### src/rtl/seg7_pkg.sv
// Shared constants and types for the multiplexed 7-segment scan driver.
// Segment vectors are active-low and ordered {g,f,e,d,c,b,a}.
package seg7_pkg;

   localparam int unsigned N_DIGITS = 4;
   localparam int unsigned DIG_W    = 2;
   localparam int unsigned BCD_W    = 4;
   localparam int unsigned SEG_W    = 7;

   localparam logic [SEG_W-1:0] SEG_0    = 7'b1000000;
   localparam logic [SEG_W-1:0] SEG_1    = 7'b1111001;
   localparam logic [SEG_W-1:0] SEG_2    = 7'b0100100;
   localparam logic [SEG_W-1:0] SEG_3    = 7'b0110000;
   localparam logic [SEG_W-1:0] SEG_4    = 7'b0011001;
   localparam logic [SEG_W-1:0] SEG_5    = 7'b0010010;
   localparam logic [SEG_W-1:0] SEG_6    = 7'b0000010;
   localparam logic [SEG_W-1:0] SEG_7    = 7'b1111000;
   localparam logic [SEG_W-1:0] SEG_8    = 7'b0000000;
   localparam logic [SEG_W-1:0] SEG_9    = 7'b0010000;
   localparam logic [SEG_W-1:0] SEG_OFF  = 7'h7F;
   localparam logic [SEG_W-1:0] SEG_DASH = 7'b0111111;

   typedef enum logic {
      BLANK = 1'b0,
      DRIVE = 1'b1
   } scan_state_e;

endpackage

### src/rtl/seg7_encode.sv
// Combinational BCD-to-segment encoder; non-BCD codes render as a dash.
// Ports:
//   i_bcd    - 4-bit digit code
//   i_blank  - force all segments off (leading-zero suppression)
//   o_seg_c  - active-low segments {g,f,e,d,c,b,a}, combinational
module seg7_encode
   import seg7_pkg::*;
(
   input  logic [BCD_W-1:0] i_bcd,
   input  logic             i_blank,
   output logic [SEG_W-1:0] o_seg_c
);

   always_comb begin
      o_seg_c = SEG_DASH;
      case (i_bcd)
         4'd0:    o_seg_c = SEG_0;
         4'd1:    o_seg_c = SEG_1;
         4'd2:    o_seg_c = SEG_2;
         4'd3:    o_seg_c = SEG_3;
         4'd4:    o_seg_c = SEG_4;
         4'd5:    o_seg_c = SEG_5;
         4'd6:    o_seg_c = SEG_6;
         4'd7:    o_seg_c = SEG_7;
         4'd8:    o_seg_c = SEG_8;
         4'd9:    o_seg_c = SEG_9;
         default: o_seg_c = SEG_DASH;
      endcase
      if (i_blank) o_seg_c = SEG_OFF;
   end

endmodule

### src/rtl/seg7_scan_driver.sv
// Four-digit multiplexed 7-segment scan driver with shadow/display double
// buffering, per-slot anode dead time and leading-zero blanking.
// Ports:
//   clk, rst_n  - clock, asynchronous active-low reset
//   digit_we    - write strobe: digit_in -> shadow[digit_sel]
//   digit_sel   - digit index written (0 = least significant)
//   digit_in    - BCD value
//   dp_in       - decimal points, captured at frame commit
//   blank_lz    - leading-zero blanking enable, captured at frame commit
//   seg_n       - active-low segments {g,f,e,d,c,b,a}, registered
//   dp_n        - active-low decimal point, registered
//   an_n        - active-low one-hot anode, registered
//   frame_done  - one-cycle pulse in the cycle after the commit edge
module seg7_scan_driver
   import seg7_pkg::*;
#(
   parameter int unsigned DIV  = 1000,
   parameter int unsigned DEAD = 16
)(
   input  logic                clk,
   input  logic                rst_n,
   input  logic                digit_we,
   input  logic [DIG_W-1:0]    digit_sel,
   input  logic [BCD_W-1:0]    digit_in,
   input  logic [N_DIGITS-1:0] dp_in,
   input  logic                blank_lz,
   output logic [SEG_W-1:0]    seg_n,
   output logic                dp_n,
   output logic [N_DIGITS-1:0] an_n,
   output logic                frame_done
);

   localparam int unsigned CNT_W = (DIV > 1) ? $clog2(DIV) : 1;
   localparam logic [CNT_W-1:0] CNT_LAST  = CNT_W'(DIV - 1);
   localparam logic [CNT_W-1:0] DEAD_LAST = CNT_W'(DEAD - 1);
   localparam logic [DIG_W-1:0] DIG_LAST  = DIG_W'(N_DIGITS - 1);

   logic [N_DIGITS-1:0][BCD_W-1:0] r_shadow;
   logic [N_DIGITS-1:0][BCD_W-1:0] r_buf;
   logic [N_DIGITS-1:0]            r_dp_buf;
   logic                           r_lz_buf;

   scan_state_e      r_state, w_state_nxt;
   logic [CNT_W-1:0] r_cnt, w_cnt_nxt;
   logic [DIG_W-1:0] r_digit, w_digit_nxt;
   logic             w_commit;

   logic [SEG_W-1:0]    r_seg_n;
   logic                r_dp_n;
   logic [N_DIGITS-1:0] r_an_n;
   logic                r_frame_done;

   logic             w_upper_zero;
   logic             w_lz_blank;
   logic [SEG_W-1:0] w_seg_c;

   // Scan state, slot counter and digit index
   always_ff @(posedge clk or negedge rst_n) begin
      if (!rst_n) begin
         r_state <= BLANK;
         r_cnt   <= '0;
         r_digit <= '0;
      end else begin
         r_state <= w_state_nxt;
         r_cnt   <= w_cnt_nxt;
         r_digit <= w_digit_nxt;
      end
   end

   // Next-state: BLANK for DEAD cycles, DRIVE until the slot wraps
   always_comb begin
      w_state_nxt = r_state;
      w_cnt_nxt   = r_cnt + CNT_W'(1);
      w_digit_nxt = r_digit;
      w_commit    = 1'b0;
      if (r_cnt == CNT_LAST) begin
         w_cnt_nxt   = '0;
         w_digit_nxt = r_digit + DIG_W'(1);
         w_commit    = (r_digit == DIG_LAST);
      end
      case (r_state)
         BLANK:   if (r_cnt == DEAD_LAST) w_state_nxt = DRIVE;
         DRIVE:   if (r_cnt == CNT_LAST)  w_state_nxt = BLANK;
         default: w_state_nxt = BLANK;
      endcase
   end

   // Shadow writes and frame-end commit; a same-edge write lands in the
   // shadow only because the buffer samples the pre-edge shadow value.
   always_ff @(posedge clk or negedge rst_n) begin
      if (!rst_n) begin
         r_shadow <= '0;
         r_buf    <= '0;
         r_dp_buf <= '0;
         r_lz_buf <= 1'b0;
      end else begin
         if (digit_we) r_shadow[digit_sel] <= digit_in;
         if (w_commit) begin
            r_buf    <= r_shadow;
            r_dp_buf <= dp_in;
            r_lz_buf <= blank_lz;
         end
      end
   end

   // Current digit and every more-significant digit are zero
   always_comb begin
      w_upper_zero = 1'b1;
      for (int i = 0; i < int'(N_DIGITS); i++) begin
         if (i >= int'(r_digit) && r_buf[i] != '0) w_upper_zero = 1'b0;
      end
   end

   assign w_lz_blank = r_lz_buf && (r_digit != '0) && w_upper_zero;

   seg7_encode u_encode (
      .i_bcd   (r_buf[r_digit]),
      .i_blank (w_lz_blank),
      .o_seg_c (w_seg_c)
   );

   // Output registers lag the scan state by one cycle
   always_ff @(posedge clk or negedge rst_n) begin
      if (!rst_n) begin
         r_seg_n      <= SEG_OFF;
         r_dp_n       <= 1'b1;
         r_an_n       <= '1;
         r_frame_done <= 1'b0;
      end else begin
         r_frame_done <= w_commit;
         if (r_state == DRIVE) begin
            r_seg_n <= w_seg_c;
            r_dp_n  <= ~r_dp_buf[r_digit];
            r_an_n  <= ~(N_DIGITS'(1) << r_digit);
         end else begin
            r_seg_n <= SEG_OFF;
            r_dp_n  <= 1'b1;
            r_an_n  <= '1;
         end
      end
   end

   assign seg_n      = r_seg_n;
   assign dp_n       = r_dp_n;
   assign an_n       = r_an_n;
   assign frame_done = r_frame_done;

endmodule

### config.mk
export PLATFORM = sky130hd
export DESIGN_NAME = seg7_scan_driver
export DESIGN_NICKNAME = d
export VERILOG_FILES = /design/src/rtl/seg7_pkg.sv /design/src/rtl/seg7_encode.sv /design/src/rtl/seg7_scan_driver.sv
export SDC_FILE = /design/constraint.sdc
export NUM_CORES = 1
export LEC_CHECK = 0
export CORE_ASPECT_RATIO = 1.25
export CORE_MARGIN = 2
export CORE_UTILIZATION = 25
export CTS_CLUSTER_SIZE = 40
export DETAILED_ROUTE_END_ITERATION = 10
export GPL_TIMING_DRIVEN = 0
export REMOVE_ABC_BUFFERS = 1
export SYNTH_ARGS = -nofsm -noshare
export SYNTH_HDL_FRONTEND = slang
export SYNTH_SLANG_ARGS = --single-unit
### constraint.sdc
create_clock -name clk -period 1.85 [get_ports clk]
set_input_delay 0.555 -clock clk [delete_from_list [all_inputs] [get_ports clk]]
set_output_delay 0.555 -clock clk [all_outputs]
set_load 0.03 [all_outputs]
==> results.md <==
* PnR worst setup slack at -0.03627 ns
* Most common cell in the netlist: dfrtp_1
* Total GRT Usage at 0.09323
* Crit-path max cell delay at 0.39 ns
* Violated checks: setup timing
* Worst slew pin tran at 0.5517 ns
* Slowest cell on the critical path: dfrtp_1
* RSZ-0062 raised after global routing: true
* Tot Pwr at about 3.3 mW
* Period utilisation layout at 1.020
* Iteration count of the initial detailed-routing pass at 5
* Final Util at 0.3263
* CP endpoint kind: flop
* Inserted Diodes at 0
* DRC viols at 0
* CP Class: flop to flop
* Max cap viols at 0
* Synthesized area at 2903 sq um
* Mapped Cells at 210
* Critical Path RT at between 2 and 2.5 ns
* Initial antenna violation count at 0
* Max IR drop VDD at 0.3703 mV
* Synth top area cells: dfrtp_1 (44%), dfstp_2 (11%), mux2_4 (9.8%), mux2_2 (7.0%), ha_1 (4.3%)
* DP HPWL at approximately 3.7 mm
* Worst-Skew Late Latency at 0.32 ns
* Switch share at 0.1943
* Grt ovf at 0
* Hold-fix buffers, CTS at 0
* CTS buffer count at 9
* DR iter-0 viols at 79
* Layout Nets at about 280
* Critical path data arrival time at approximately 2.1 ns
* HP Class: primary input to asynchronous set/reset pin
* Gp weighted congestion at between 0.7 and 0.8
* Hold_ws at 0.2176 ns
* Worst Skew at 0.007251 ns
* Power Internal at 2.678 mW
* Slew margin rel. at 0.6322
* Vias in the first global route at 1740
* CTS Buffer Depth at 2
* Clk slew on worst S/H paths at 0.05 ns
* Fill cells at 1113
* R2R Path Start: r_cnt[1]$_DFF_PN0_
* Share of cells above drive strength 1 at 0.3552
* Register area at 1594 sq um
* Total I/O pin count at 27
* CTS tree: built
* Clock Power Share at 0.512
* Initial Util at 0.2535
* Die footprint at 12490 sq um
* Final wirelength at around 5.8 mm
* Avg Inst Size Synth at about 14 sq um
* Flop pwr share at 0.446
* FF-to-FF path depth at 5
* Die W at 100.4 um
* P_sw at around 0.65 mW
* Ys async rst share at 1.000
* Worst setup startpoint: r_cnt[1]$_DFF_PN0_
* Worst setup SP type: flop
* WL per Instance at 14.49 um
* Vias/cell at 4.428
* Area leader, netlist: dfrtp_1
* PD cells at roughly 890 nW/um^2
* Core area at 11450 sq um
* Final min period at 1.886 ns
* CP max FO at 7
* Post-synth top flop: dfrtp_1
* Synthesized flop and latch total at 63
* Commonest cells post-synth: dfrtp_1 (51), mux2_4 (19), mux2_2 (18)
* Ys Warns at 0
* CTS Root Cell: clkbuf_16
* Via count at 1758
* Cell variety after synth at 40
* H-tree depth at 3
* Core Rows at 44
* Maximum operating frequency at around 0.53 GHz
* Area of the multi-input gates at 1291 sq um
* Largest net degree at the start of global routing at 40
* FF-to-FF End: r_dp_buf[3]$_DFFE_PN0P_
* Port bufs at 26
* Setup slack at placement at -1.367 ns
* Outcome: finished with violations
* # setup viols final at 16
* R2r setup slk at -0.04 ns
* Sequential share of the synthesized area at 0.5483
* Chip height at 124.5 um
* Antenna Nets Post-Route at 0
* Clk sinks at 63
* Area share of the largest cell type after synthesis at 0.4397
* First-pass GRT wire length at a little under 9 mm
* Leak at 1.660 nW
* Combinational power share at 0.042
* EDFF count, synth at 0
* Slew Viols, Final at 0
* Hold Vio Cnt, Final at 0
* Crit-path cells: ha_4, and4bb_1, nor3b_4, and2_4, mux2_4
* Area Overhead vs Synth at 28.71%
[worst max-delay path by stage]
stage	depth (start not counted)	endpoint
2_1_floorplan	5	r_dp_buf[0]$_DFFE_PN0P_
4_1_cts	5	r_dp_buf[3]$_DFFE_PN0P_
3_5_place_dp	5	r_dp_buf[1]$_DFFE_PN0P_
3_3_place_gp	1	r_shadow[7]$_DFFE_PN0P_
6_report	5	r_dp_buf[3]$_DFFE_PN0P_
5_1_grt	5	r_dp_buf[0]$_DFFE_PN0P_
[flip-flops by register name, summed over array words and instances, names as in the netlist]
register,flops
r_cnt,10
r_shadow,16
r_lz_buf,1
frame_done,1
r_dp_buf,4
an_n,4
dp_n,1
r_state,1
seg_n,7
r_buf,16
r_digit,2
[metal layers]
metal / GRT usage / part of all wire
met5: 0 / 0
met2: 0.1504 / 0.52
met4: 0.03868 / 0.0097
met3: 0.03423 / 0.043
met1: 0.1111 / 0.42
[worst max-delay path, delay by kind of cell (launching register included)]
family | cells | cell delay, ns
muxes | 1 | 0.32
and+or+nand+nor | 3 | 0.91
adders and majority gates | 1 | 0.15
DFF | 1 | 0.39
[repair_timing]
item | CTS | global route
pin swaps | 3 | 2
cloned | 3 | 1
gates resized for setup | 25 | 4
endpoints found under the setup margin | 46 | 26
buffers inserted | 8 | 2
[metrics by stage]
| stage | area [sq um] | std cells | TNS (ns) |
|---|---|---|---|
| after detailed placement | 3283 | 367 | -31.61 |
| after global routing | 3736 | 397 | -1.970 |
| after floorplan | 2835 | 202 | -16.07 |
| after global placement | 3268 | 366 | -132.59 |
| final | 3736 | 397 | -0.3285 |
| after CTS | 3694 | 394 | -0.07266 |
[cell usage in the layout (no fill, tap or decap), types with 4 or more instances in the layout]
cell and count:
a21oi_1 7, buf_4 9, clkbuf_16 9, clkdlybuf4s50_1 12
dfrtp_1 49, dfstp_2 12, dlygate4sd2_1 13, ha_1 9
inv_1 7, mux2_2 16, mux2_4 21, mux4_2 4
nand2_1 10, nand3_1 5, nor2_1 8, nor4_1 4
o21ai_0 10, xnor2_1 4
[power by group through the flow]
| stage | Clock (mW) | Sequential, mW | Combinational (mW) |
|---|---|---|---|
| final | 1.70 | 1.48 | 0.139 |
| after floorplan | 0 | 1.49 | 0.0697 |
| after global placement | 0 | 1.50 | 0.134 |
| after global routing | 1.82 | 1.49 | 0.154 |
| after detailed placement | 0 | 1.51 | 0.143 |
| after CTS | 1.75 | 1.48 | 0.144 |
[cell families (layout without fill, tap and decap cells)]
| logic type | Yosys count | after routing | synth area share |
|---|---|---|---|
| and+or+nand+nor | 49 | 52 | 0.09784 |
| buffers and inverters | 16 | 61 | 0.03362 |
| muxes | 43 | 44 | 0.2142 |
| xor gates and xnor gates | 7 | 7 | 0.02112 |
| AOI/OAI and AO/OA | 22 | 22 | 0.04181 |
| DFF | 63 | 63 | 0.5483 |
| adders and majority gates | 10 | 10 | 0.04310 |
[area by class of cell]
class	instances	area share
timing repair buffer	37	0.09042
clock buffer	13	0.07234
sequential	63	0.4267
inverter	8	0.008038
clock inverter	3	0.01072
tap	138	0.04622
multi-input combinational	135	0.3456
Power figures use the tool's default switching activity.
==> patch: new RTL, same flow settings <==
Register the inputs `digit_we`, `digit_sel`, `digit_in`, `dp_in` and `blank_lz` before use, cleared by the reset. The logic sees them one clock later.
--- a/src/rtl/seg7_scan_driver.sv
+++ b/src/rtl/seg7_scan_driver.sv
@@ -36,2 +36,24 @@
    localparam logic [DIG_W-1:0] DIG_LAST  = DIG_W'(N_DIGITS - 1);
+
+   logic digit_we_q;
+   logic [DIG_W-1:0] digit_sel_q;
+   logic [BCD_W-1:0] digit_q;
+   logic [N_DIGITS-1:0] dp_q;
+   logic blank_lz_q;
+
+   always_ff @(posedge clk or negedge rst_n) begin
+      if (!rst_n) begin
+         digit_we_q  <= '0;
+         digit_sel_q <= '0;
+         digit_q     <= '0;
+         dp_q        <= '0;
+         blank_lz_q  <= '0;
+      end else begin
+         digit_we_q  <= digit_we;
+         digit_sel_q <= digit_sel;
+         digit_q     <= digit_in;
+         dp_q        <= dp_in;
+         blank_lz_q  <= blank_lz;
+      end
+   end
 
@@ -96,7 +118,7 @@
       end else begin
-         if (digit_we) r_shadow[digit_sel] <= digit_in;
+         if (digit_we_q) r_shadow[digit_sel_q] <= digit_q;
          if (w_commit) begin
             r_buf    <= r_shadow;
-            r_dp_buf <= dp_in;
-            r_lz_buf <= blank_lz;
+            r_dp_buf <= dp_q;
+            r_lz_buf <= blank_lz_q;
          end
Function: same outputs for any inputs over 10 cycles, from zero or initial values and one cycle with rst_n low; that may be too few to reach the edited logic, so the function may still have changed.
==> patch against the unedited design <==
  * Cell area is 6.7% higher
  * Largest power group is now registers
  * Sequential cell count is 12 higher
  * Area after synthesis is 9.6% higher
  * Power is 9.2% higher
  * Register-to-register slack better by 110 ps
  * Routed wire length is 6.0% lower
  * Core utilization is 0.87 points lower
  * Worst setup slack better by 94 ps
==> patch: results (changes against the unedited design) <==
stage,metric,value,unit,change
outcome,status,"finished, final reports clean",,was finished with violations
layout,nNetsFinal,286,,was 278
synth,synthMuxAreaShare,19.2,%,was 21.4%
placement,gp_congestion,0.733,,was 0.779
layout,fillers,1285,,was 1113
global_route,grtUsageMet1,9.70,%,was 11.1%
clocking,cts_root_buffer,clkbuf_16,,unchanged
global_route,grt_util_all_layers,8.46,%,was 9.32%
synth,ys_seq_area_share,59.5,%,was 54.8%
synth,ys_async_sr_fraction,100,%,unchanged
sta,skew,5.60,ps,was 7.25 ps
synth,synth_compound_area_share,3.85,%,was 4.18%
worst_setup_path,worstPathArrival,1240,ps,was 2090 ps
worst_setup_path,worst_path_max_delay_cell,dfstp_2,,was dfrtp_1
synth,synthAdderAreaFrac,3.93,%,was 4.31%
layout,top_regs,"r_buf x16, r_shadow x16, r_cnt x10",,unchanged
worst_setup_path,cpLargestDelayFamily,flip-flops,,was simple AND/OR/NAND/NOR gates
layout,final-seq-area,0.00189,mm^2,was 0.00159 mm^2
pwr,p_int,2.92,mW,was 2.68 mW
detailed_routing,dr_wl_met2,2720,um,was 3000 um
synth,yosys_warnings,0,,unchanged
detailed_routing,first_iter_violations,105,,was 79
worst_setup_path,r2r-start,r_digit[0]$_DFFE_PN0N_,,was r_cnt[1]$_DFF_PN0_
synth,yosys-top-cells-area,"dfrtp_1, dfstp_2, mux2_4",,unchanged
layout,stdcell_count,434,,was 397
sta,tightest_slew,809,ps,was 552 ps
layout,n_clock_buffer,13,,unchanged
worst_setup_path,slowest_delay,520,ps,was 390 ps
synth,ys_types,36,,was 40
min_path,worstHoldPathType,reg2reg,,was in2async
placement,placed_cells,412,,was 367
pwr,vdd_drop_max,0.422,mV,was 0.370 mV
layout,inverters,11,,was 8
layout,multi_input_gates,132,,was 135
synth,ys_top_cells_by_count,"dfrtp_1, mux2_4, mux2_2",,unchanged
worst_setup_path,startpoint,seg_n[2]$_DFF_PN1_,,was r_cnt[1]$_DFF_PN0_
placement,hpwlAfterDp,3580,um,was 3720 um
pwr,p_leak,1.78,nW,was 1.66 nW
clocking,cts.sinks,75,,was 63
layout,multi_input_area_share,30.7,%,was 34.6%
synth,postSynthCellCount,225,,was 210
layout,clockNetworkAreaShare,7.41,%,was 8.31%
layout,final-nonclk-buf-share,8.04,%,was 9.04%
global_route,grt_pass1_wl,8950,um,was 8910 um
global_route,grtUsageMet2,14.4,%,was 15.0%
layout,drive_gt1_share,30.8,%,was 35.5%
global_route,grt_max_degree,75,,was 40
clocking,clk_pin_slew,60,ps,
layout,buffers,33,,was 37
run,cap_violations,0,,unchanged
detailed_routing,met1_length,2390,um,was 2440 um
global_route,use_met3,2.35,%,was 3.42%
detailed_routing,dr_wl_met3,184,um,was 247 um
detailed_routing,dr.pass1.iters,6,,was 5
detailed_routing,dr_total_vias,1775,,was 1758
worst_setup_path,worstPathMaxFanout,1,,was 7
detailed_routing,wl_per_cell,12.5,um,was 14.5 um
synth,synth-xor-area-share,1.65,%,was 2.11%
==> patch: cell types whose count changed in the layout (fill, tap and decap cells not counted), moves of 3 or more <==
cell / before / now
and2_4: 3 / 0
dfrtp_1: 49 / 62
or3_1: 0 / 3
buf_4: 9 / 5
and3_1: 0 / 3
==> patch: final timing paths <==
| kind | endpoint | slack [ps] | cells past startpoint |
|---|---|---|---|
| hold / removal | r_cnt[0]$_DFF_PN0_ | 460 | 1 |
| setup / recovery | seg_n[2] | 60 | 1 |
| min in group asynchronous | blank_lz_q$_DFF_PN0_ | 560 | 2 |
| setup reg to reg | seg_n[5]$_DFF_PN1_ | 70 | 6 |
| hold reg to reg | r_cnt[0]$_DFF_PN0_ | 460 | 1 |
| max in group asynchronous | seg_n[0]$_DFF_PN1_ | 720 | 3 |
==> patch: what timing repair did <==
action / in CTS / in global routing
pin swaps: 1 / 2
cloned: 0 / 1
resized for setup: 15 / 5
endpoints found under the hold margin: 1 / 0
setup buffers: 3 / 2
endpoints found under the setup margin: 42 / 24
hold buffers: 1 / 0
==> patch: metrics by stage <==
step	setup TNS [ps]	cell area [um^2]	total power [mW]	setup WS (ps)	util, %
finish	0	3990	3.63	57.6	31.8
detailed placement	-8780	3630	1.94	-383	28.9
global placement	-169540	3610	1.93	-2300	28.7
CTS	0	3950	3.68	14.6	31.5
floorplan	-1110	3140	1.85	-55.0	-
global route	0	3990	3.77	3.81	31.8
==> patch: power by group through the flow <==
stage               registers, mW  logic, mW  clock network [mW]
floorplan                    1.78     0.0695                   0
global placement             1.79      0.133                   0
detailed placement           1.80      0.144                   0
CTS                          1.77      0.147                1.77
global route                 1.78      0.156                1.84
finish                       1.77      0.141                1.72
